==> config.mk <==
export PLATFORM = sky130hd
export DESIGN_NAME = proc_stream_unit
export DESIGN_NICKNAME = d
export VERILOG_FILES = /design/src/rtl/proc_stream_pkg.sv /design/src/rtl/sticky_status_reg.sv /design/src/rtl/proc_stream_unit.sv
export SDC_FILE = /design/constraint.sdc
export NUM_CORES = 1
export LEC_CHECK = 0
export ABC_AREA = 1
export BUFFER_PORTS_ARGS = -buffer_cell sky130_fd_sc_hd__buf_4
export CAP_MARGIN = 10
export CORE_MARGIN = 1.5
export CORE_UTILIZATION = 50
export DETAILED_ROUTE_END_ITERATION = 8
export GPL_ROUTABILITY_DRIVEN = 0
export GPL_TIMING_DRIVEN = 0
export PLACE_DENSITY = 0.83
export RECOVER_POWER = 50
export SYNTH_ARGS = -nofsm -noshare
export SYNTH_HDL_FRONTEND = slang
export SYNTH_SLANG_ARGS = --single-unit
export TNS_END_PERCENT = 1
==> constraint.sdc <==
create_clock -name clk -period 2.9 [get_ports clk]
set_clock_uncertainty 0.05 [all_clocks]
set_input_delay 0.145 -clock clk [delete_from_list [all_inputs] [get_ports clk]]
set_output_delay 0.145 -clock clk [all_outputs]
set_load 0.02 [all_outputs]
==> src/rtl/proc_stream_pkg.sv <==
// Shared types for the streaming accumulator unit: FSM state codes and ALU opcodes.
package proc_stream_pkg;

    localparam int Q_W = 3;

    typedef enum logic [Q_W-1:0] {
        IDLE = 3'b000,
        EXEC = 3'b001,
        DONE = 3'b010
    } state_e;

    typedef enum logic [1:0] {
        OP_PASS = 2'b00,
        OP_ADD  = 2'b01,
        OP_XOR  = 2'b10,
        OP_SHL  = 2'b11
    } op_e;

endpackage

==> src/rtl/sticky_status_reg.sv <==
// Compresses raw event flags into OR-reduced groups and holds them sticky until cleared.
module sticky_status_reg #(
    parameter int FLAG_W = 16,
    parameter int STAT_W = 8
) (
    input  logic              clk,
    input  logic              rstN,
    input  logic [FLAG_W-1:0] flags,
    input  logic              clr,
    output logic [STAT_W-1:0] status
);

    localparam int G = FLAG_W / STAT_W;

    logic [STAT_W-1:0] hit_p0;

    always_comb begin
        hit_p0 = '0;
        for (int i = 0; i < STAT_W; i++) begin
            hit_p0[i] = |flags[i*G +: G];
        end
    end

    // A new hit in the same cycle as a clear survives the clear.
    always_ff @(posedge clk or negedge rstN) begin
        if (!rstN) begin
            status <= '0;
        end else begin
            status <= (status & ~{STAT_W{clr}}) | hit_p0;
        end
    end

endmodule

==> src/rtl/proc_stream_unit.sv <==
// Valid/ready operand-in, result-out accumulator unit with a three-state control FSM
// and a sticky compressed status register.
module proc_stream_unit
    import proc_stream_pkg::*;
#(
    parameter int DATA_W = 32,
    parameter int FLAG_W = 16,
    parameter int STAT_W = 8
) (
    input  logic              clk,
    input  logic              rstN,
    input  logic              in_valid,
    output logic              in_ready,
    input  logic [DATA_W-1:0] data_in,
    input  logic [DATA_W-1:0] i_data,
    input  logic              data_select,
    input  logic [1:0]        op,
    output logic              out_valid,
    input  logic              out_ready,
    output logic [DATA_W-1:0] data_out,
    output logic              carry,
    input  logic [FLAG_W-1:0] status_flags,
    input  logic              status_clr,
    output logic [STAT_W-1:0] status,
    output logic [Q_W-1:0]    Q
);

    localparam int SH_W = $clog2(DATA_W);

    // Result is {carry, value}; only ADD can produce a carry.
    function automatic logic [DATA_W:0] alu(
        input op_e               o,
        input logic [DATA_W-1:0] a,
        input logic [DATA_W-1:0] b
    );
        logic [DATA_W:0] r;
        case (o)
            OP_PASS: r = {1'b0, b};
            OP_ADD:  r = {1'b0, a} + {1'b0, b};
            OP_XOR:  r = {1'b0, a ^ b};
            OP_SHL:  r = {1'b0, a << b[SH_W-1:0]};
            default: r = {1'b0, b};
        endcase
        return r;
    endfunction

    state_e            state_q;
    state_e            state_d;
    logic              accept;
    logic [DATA_W-1:0] operand_p0;
    op_e               op_p0;
    logic [DATA_W:0]   alu_res_p0;
    logic [DATA_W-1:0] acc_p1;
    logic [DATA_W-1:0] data_out_p1;
    logic              carry_p1;

    always_ff @(posedge clk or negedge rstN) begin
        if (!rstN) begin
            state_q <= IDLE;
        end else begin
            state_q <= state_d;
        end
    end

    // Unused encodings fall back to IDLE on the next edge.
    always_comb begin
        state_d = state_q;
        case (state_q)
            IDLE:    if (in_valid) state_d = EXEC;
            EXEC:    state_d = DONE;
            DONE:    if (out_ready) state_d = IDLE;
            default: state_d = IDLE;
        endcase
    end

    assign accept    = (state_q == IDLE) && in_valid;
    assign in_ready  = (state_q == IDLE);
    assign out_valid = (state_q == DONE);
    assign Q         = state_q;

    // Stage p0: operand source and opcode captured on accept.
    always_ff @(posedge clk or negedge rstN) begin
        if (!rstN) begin
            operand_p0 <= '0;
            op_p0      <= OP_PASS;
        end else if (accept) begin
            operand_p0 <= data_select ? i_data : data_in;
            op_p0      <= op_e'(op);
        end
    end

    assign alu_res_p0 = alu(op_p0, acc_p1, operand_p0);

    // Stage p1: accumulator and result register update only in EXEC, so the
    // result stays frozen through any backpressure in DONE.
    always_ff @(posedge clk or negedge rstN) begin
        if (!rstN) begin
            acc_p1      <= '0;
            data_out_p1 <= '0;
            carry_p1    <= 1'b0;
        end else if (state_q == EXEC) begin
            acc_p1      <= alu_res_p0[DATA_W-1:0];
            data_out_p1 <= alu_res_p0[DATA_W-1:0];
            carry_p1    <= alu_res_p0[DATA_W];
        end
    end

    assign data_out = data_out_p1;
    assign carry    = carry_p1;

    sticky_status_reg #(
        .FLAG_W (FLAG_W),
        .STAT_W (STAT_W)
    ) u_status (
        .clk    (clk),
        .rstN   (rstN),
        .flags  (status_flags),
        .clr    (status_clr),
        .status (status)
    );

endmodule

-- Word-level counts from Yosys, hierarchy flattened
Index checks and enable logic that the tools add are counted.
- $add $sub $neg: 1
- equal/unequal tests: 7
- shift operators: 1
- mux-type cells: 5
- bitwise gates (word level): 4
- reduce and logical (&&, ||, !) cells: 12
- operator list (kind ; number):
    33-bit case mux with 4 select lines ; 1
    32-bit by 32-bit adder with 33-bit output ; 1
    32-bit two-way mux ; 1
    32-bit by 5-bit left shift with 32-bit output ; 1
    32-bit XOR ; 1
    2-bit OR reduction ; 8
    3-bit case mux with 3 select lines ; 1
    8-bit AND ; 1
    8-bit inverter ; 1
    8-bit OR ; 1
    3-bit two-way mux ; 2
    2-bit == test, second input constant ; 2
    3-bit by 1-bit == test with 1-bit output, second input constant ; 1
    3-bit by 2-bit == test with 1-bit output, second input constant ; 1
    3-bit logical NOT ; 1
    2-bit by 1-bit == test with 1-bit output, second input constant ; 1
    2-bit logical NOT ; 1
    2-bit by 1-bit inequality test with 1-bit output, second input constant ; 1
    2-bit inequality test, second input constant ; 1
    2-bit AND reduction ; 1
    1-bit logical AND ; 1
- bits in registers: 78
- output and inout bits: 46

-- Depth between registers and ports, before layout
- word-level depth: 3
- gate-level depth with buffers: 16
- depth with buffers taken out: 15

-- Cells and area by module
From an unflattened synthesis, not the netlist that was laid out.
- cell total of the unflattened synthesis: 1408
- area, all modules: 8250.4 um2
- modules (own cells, without submodules) (module ; times used ; cells each ; area each (um2) ; seq. area each (um2)):
    proc_stream_unit ; 1 ; 1375 ; 7956.4 ; 1726.7
    sticky_status_reg ; 1 ; 33 ; 294.0 ; 200.2

-- Worst setup path before layout
No wires, ideal clock.
- kind: reg-to-reg
- start: register data_out[0] (netlist name)
- end: register data_out_p1[28] (netlist: data_out[28])
- setup time: 117 ps
- arrival: 1959 ps
- slack: 774 ps
- cell stages (with the launch flop): 16
- path buffers: 0
- clock period less this slack: 2126 ps
- path through: dfrtp_1 > ha_1 > inv_1 > fa_1 > inv_1 > nand3_1 > nand3_1 > nand3_1 > nand3_1 > nand2_1 > nand2_1 > nand2_1 > nand3_1 > nand2_1 > nand2_1 > nand2_1
- RTL lines (item ; line ; RTL):
    end signal: assignment ; proc_stream_unit.sv:103 ; data_out_p1 <= alu_res_p0[DATA_W-1:0];
    end: declaration ; proc_stream_unit.sv:54 ; logic [DATA_W-1:0] data_out_p1;

-- Final worst setup path
- start: register operand_p0[1]
- end: register data_out_p1[28] (netlist: data_out[28])
- longest elaborated chain between the ends: 2
- elaborated cells between the ends (all ways): 3
- RTL lines (item ; line ; RTL):
    start: declaration ; proc_stream_unit.sv:50 ; logic [DATA_W-1:0] operand_p0;
    start signal: assignment ; proc_stream_unit.sv:87 ; operand_p0 <= data_select ? i_data : data_in;
    32-bit by 32-bit adder with 33-bit output / 32-bit by 5-bit left shift with 32-bit output (equally long branches) ; proc_stream_unit.sv:39, proc_stream_unit.sv:41 ;
    33-bit case mux with 4 select lines (*) ; proc_stream_unit.sv:37 ; case (o)
Every way passes the cells marked *; elsewhere a longest branch is shown, timed or not.
A chain may end at the register's enable or synchronous reset.

==> results.toml <==
[grt]
antenna_found_initial = 0
grt_usage = 0.353
grt_pass1_wl_um = 45900
grt_start_max_net_pins = 78
grt_pass1_vias = 9249
gr-total-overflow = 0

[status]
violations = "hold timing, capacitance limit, slew limit"
status = "finished with violations"

[sta]
finalCriticalPeriod_ns = 2.73
fin_crit_sh = 0.941
max_freq_ghz = 0.367
timing.hold.ws_ns = -0.00460
final_hold_viol_count = 1
tns_ns = 0
rsz0062_at_grt = "false"
setup_violations = 0
tightestPinTransition_ns = 1.93
slew_headroom = -0.289
drv_slew = 78
fin_ws_ns = 0.172

[power_and_ir_drop]
p_leak_nw = 5.34
ir_drop_uv = 421
p_per_area_nw_per_um2 = 1290

[drt]
vias_per_cell = 5.59
drtIter0Drc = 1189
drc = 0
drtPass1Iterations = 8
routed_wl_um = 29300
antenna_left = 0
vias = 10065
wl_per_cell_um = 16.3

[synthesis]
synth_warnings = 0
synthArstFlopShare = 1.00
avgSynthCellArea_um2 = 5.77
syn-num-nets = 1515
synthCells = 1393
seq_area_frac_synth = 0.240
synth_ff_type = "dfrtp_1"
synth_area_um2 = 8030
synth-edff-count = 0
ys_ff_latch = 77
yosys.cell_types.count = 36

[placed_design]
hpwl_um = 22700
post-place-ws_ns = 0.327
io_buffers = 131
placed_area_um2 = 9290

[worst_setup_path]
crit_fanout = 10
r2r-start = "operand_p0[1]$_DFFE_PN0P_"
critical_path_class = "flop to flop"
startpoint_type = "flop"
rr_worst_depth = 16
cp.arrival_ns = 2.92
cp.required_ns = 3.10
endpoint_kind = "flop"
rr_endpoint = "data_out[28]$_DFFE_PN0N_"
rrSetupSlack_ns = 0.17

[clock_tree]
ctsRootBufferMaster = "clkbuf_16"
clockBufferDepth = 2
numCtsBuffers = 9
clock_sinks = 77
insertion_delay_ns = 0.36
cts_tree = "yes"
cts_resized = 0
cts_setup_buffers = 0
htreeDepth = 3
path_clk_slew_ns = 0.06

[floorplan]
rows = 46
core-area_um2 = 15800
die_h_um = 130
die_x_um = 130
ios = 134
die_area_um2 = 16800
initial_core_util = 0.509

[final_layout]
nets = 1700
seqCellArea_um2 = 1930
final_common_cell = "nand2_1"
drive_gt1_frac = 0.0897
antenna_cells = 0
multi_input_area_um2 = 4970
stdcell_area_um2 = 9870
nFillCells = 1538
synthToLayoutAreaGrowth_pct = 22.9
final_core_util = 0.626
layout_common_cells = "nand2_1, inv_1, nand3_1"

[min_path]
whs_path_depth = 3
hp-class = "input port to flop"
min_from = "data_in[9]"
min_to = "operand_p0[9]$_DFFE_PN0P_"

[job]
cap_violations = 1
[Yosys cell counts, types with 3 or more instances]
library cell,instances,area share
ha_1,33,0.051
inv_2,3,0.0014
buf_6,5,0.0070
nand2_1,483,0.23
a21oi_1,72,0.045
a211o_1,8,0.0087
dfrtp_1,77,0.24
nand3_1,210,0.13
buf_1,5,0.0023
or2_2,3,0.0023
nand4_1,3,0.0023
o21bai_1,3,0.0028
o211ai_1,45,0.042
o21ai_0,83,0.052
o211ai_2,4,0.0062
nor3_1,6,0.0037
clkbuf_1,30,0.014
buf_2,16,0.010
buf_4,6,0.0056
inv_1,214,0.10
nor2_1,69,0.032
[stage by stage]
step           power (mW)  std cells
2_1_floorplan        8.52       1393
3_3_place_gp         11.1       1740
3_5_place_dp         11.3       1740
4_1_cts              12.6       1799
5_1_grt              13.8       1799
6_report             12.8       1799
[critical path, stage by stage, from the launching register on]
cell     delay (ns)
dfrtp_1        0.37
buf_2          0.20
inv_2          0.08
buf_2          0.22
fa_1           0.41
inv_1          0.18
nand3_1        0.10
nand3_1        0.16
nand3_1        0.09
nand3_1        0.19
nand2_1        0.14
nand2_1        0.11
nand2_1        0.05
nand3_1        0.08
nand2_1        0.07
nand2_1        0.06
nand2_1        0.05
[final cells by class]
type	instances	area share
buffer	62	0.0317
clock buffer	9	0.0228
clock inverter	7	0.00989
inverter	218	0.0829
multi-input combinational	1036	0.504
sequential	77	0.195
tap	216	0.0274
timing repair buffer	174	0.126
[kinds of logic (layout without fill, tap and decap cells)]
kind of cell | after synthesis | count (layout) | share of synthesized area
fa+ha+maj | 34 | 34 | 0.0539
compound gates | 224 | 224 | 0.165
buf+inv | 280 | 470 | 0.141
other cells | 1 | 1 | 0.000467
flops | 77 | 77 | 0.240
simple gates | 777 | 777 | 0.400
[report_power, final]
part	total, mW	internal, mW	switching [mW]
sequential	2.22	1.55	0.672
clock	1.24	0.757	0.482
combinational	9.30	2.95	6.35
[sequential cells by signal, indices dropped and copies added, names as in the netlist]
signal / flops
u_status.status: 8
data_out: 32
op_p0: 2
Q: 2
carry: 1
operand_p0: 32
[worst max-delay path by stage]
stage	start	to	slack, ns	cells after the start
4_1_cts	operand_p0[1]$_DFFE_PN0P_	data_out[28]$_DFFE_PN0N_	0.29	16
3_3_place_gp	operand_p0[1]$_DFFE_PN0P_	data_out[28]$_DFFE_PN0N_	0.34	16
6_report	operand_p0[1]$_DFFE_PN0P_	data_out[28]$_DFFE_PN0N_	0.17	16
3_5_place_dp	operand_p0[1]$_DFFE_PN0P_	data_out[28]$_DFFE_PN0N_	0.33	16
5_1_grt	operand_p0[1]$_DFFE_PN0P_	data_out[28]$_DFFE_PN0N_	0.04	16
2_1_floorplan	data_out[0]$_DFFE_PN0N_	data_out[28]$_DFFE_PN0N_	0.77	15
[metal layers]
metal / vias up / wire, um / track usage
met5: - / 0 / 0
met4: 0 / 1440 / 0.167
met3: 113 / 3120 / 0.0689
met2: 584 / 13100 / 0.575
met1: 4504 / 11600 / 0.453
li1: 4864 / - / -
[timing repair]
| item | CTS | global route |
|---|---|---|
| endpoints found under the hold margin | 111 | 0 |
| hold buffers | 43 | 0 |
| setup endpoints to repair | 0 | 0 |
Note: power is estimated with default switching activity, not from simulation.
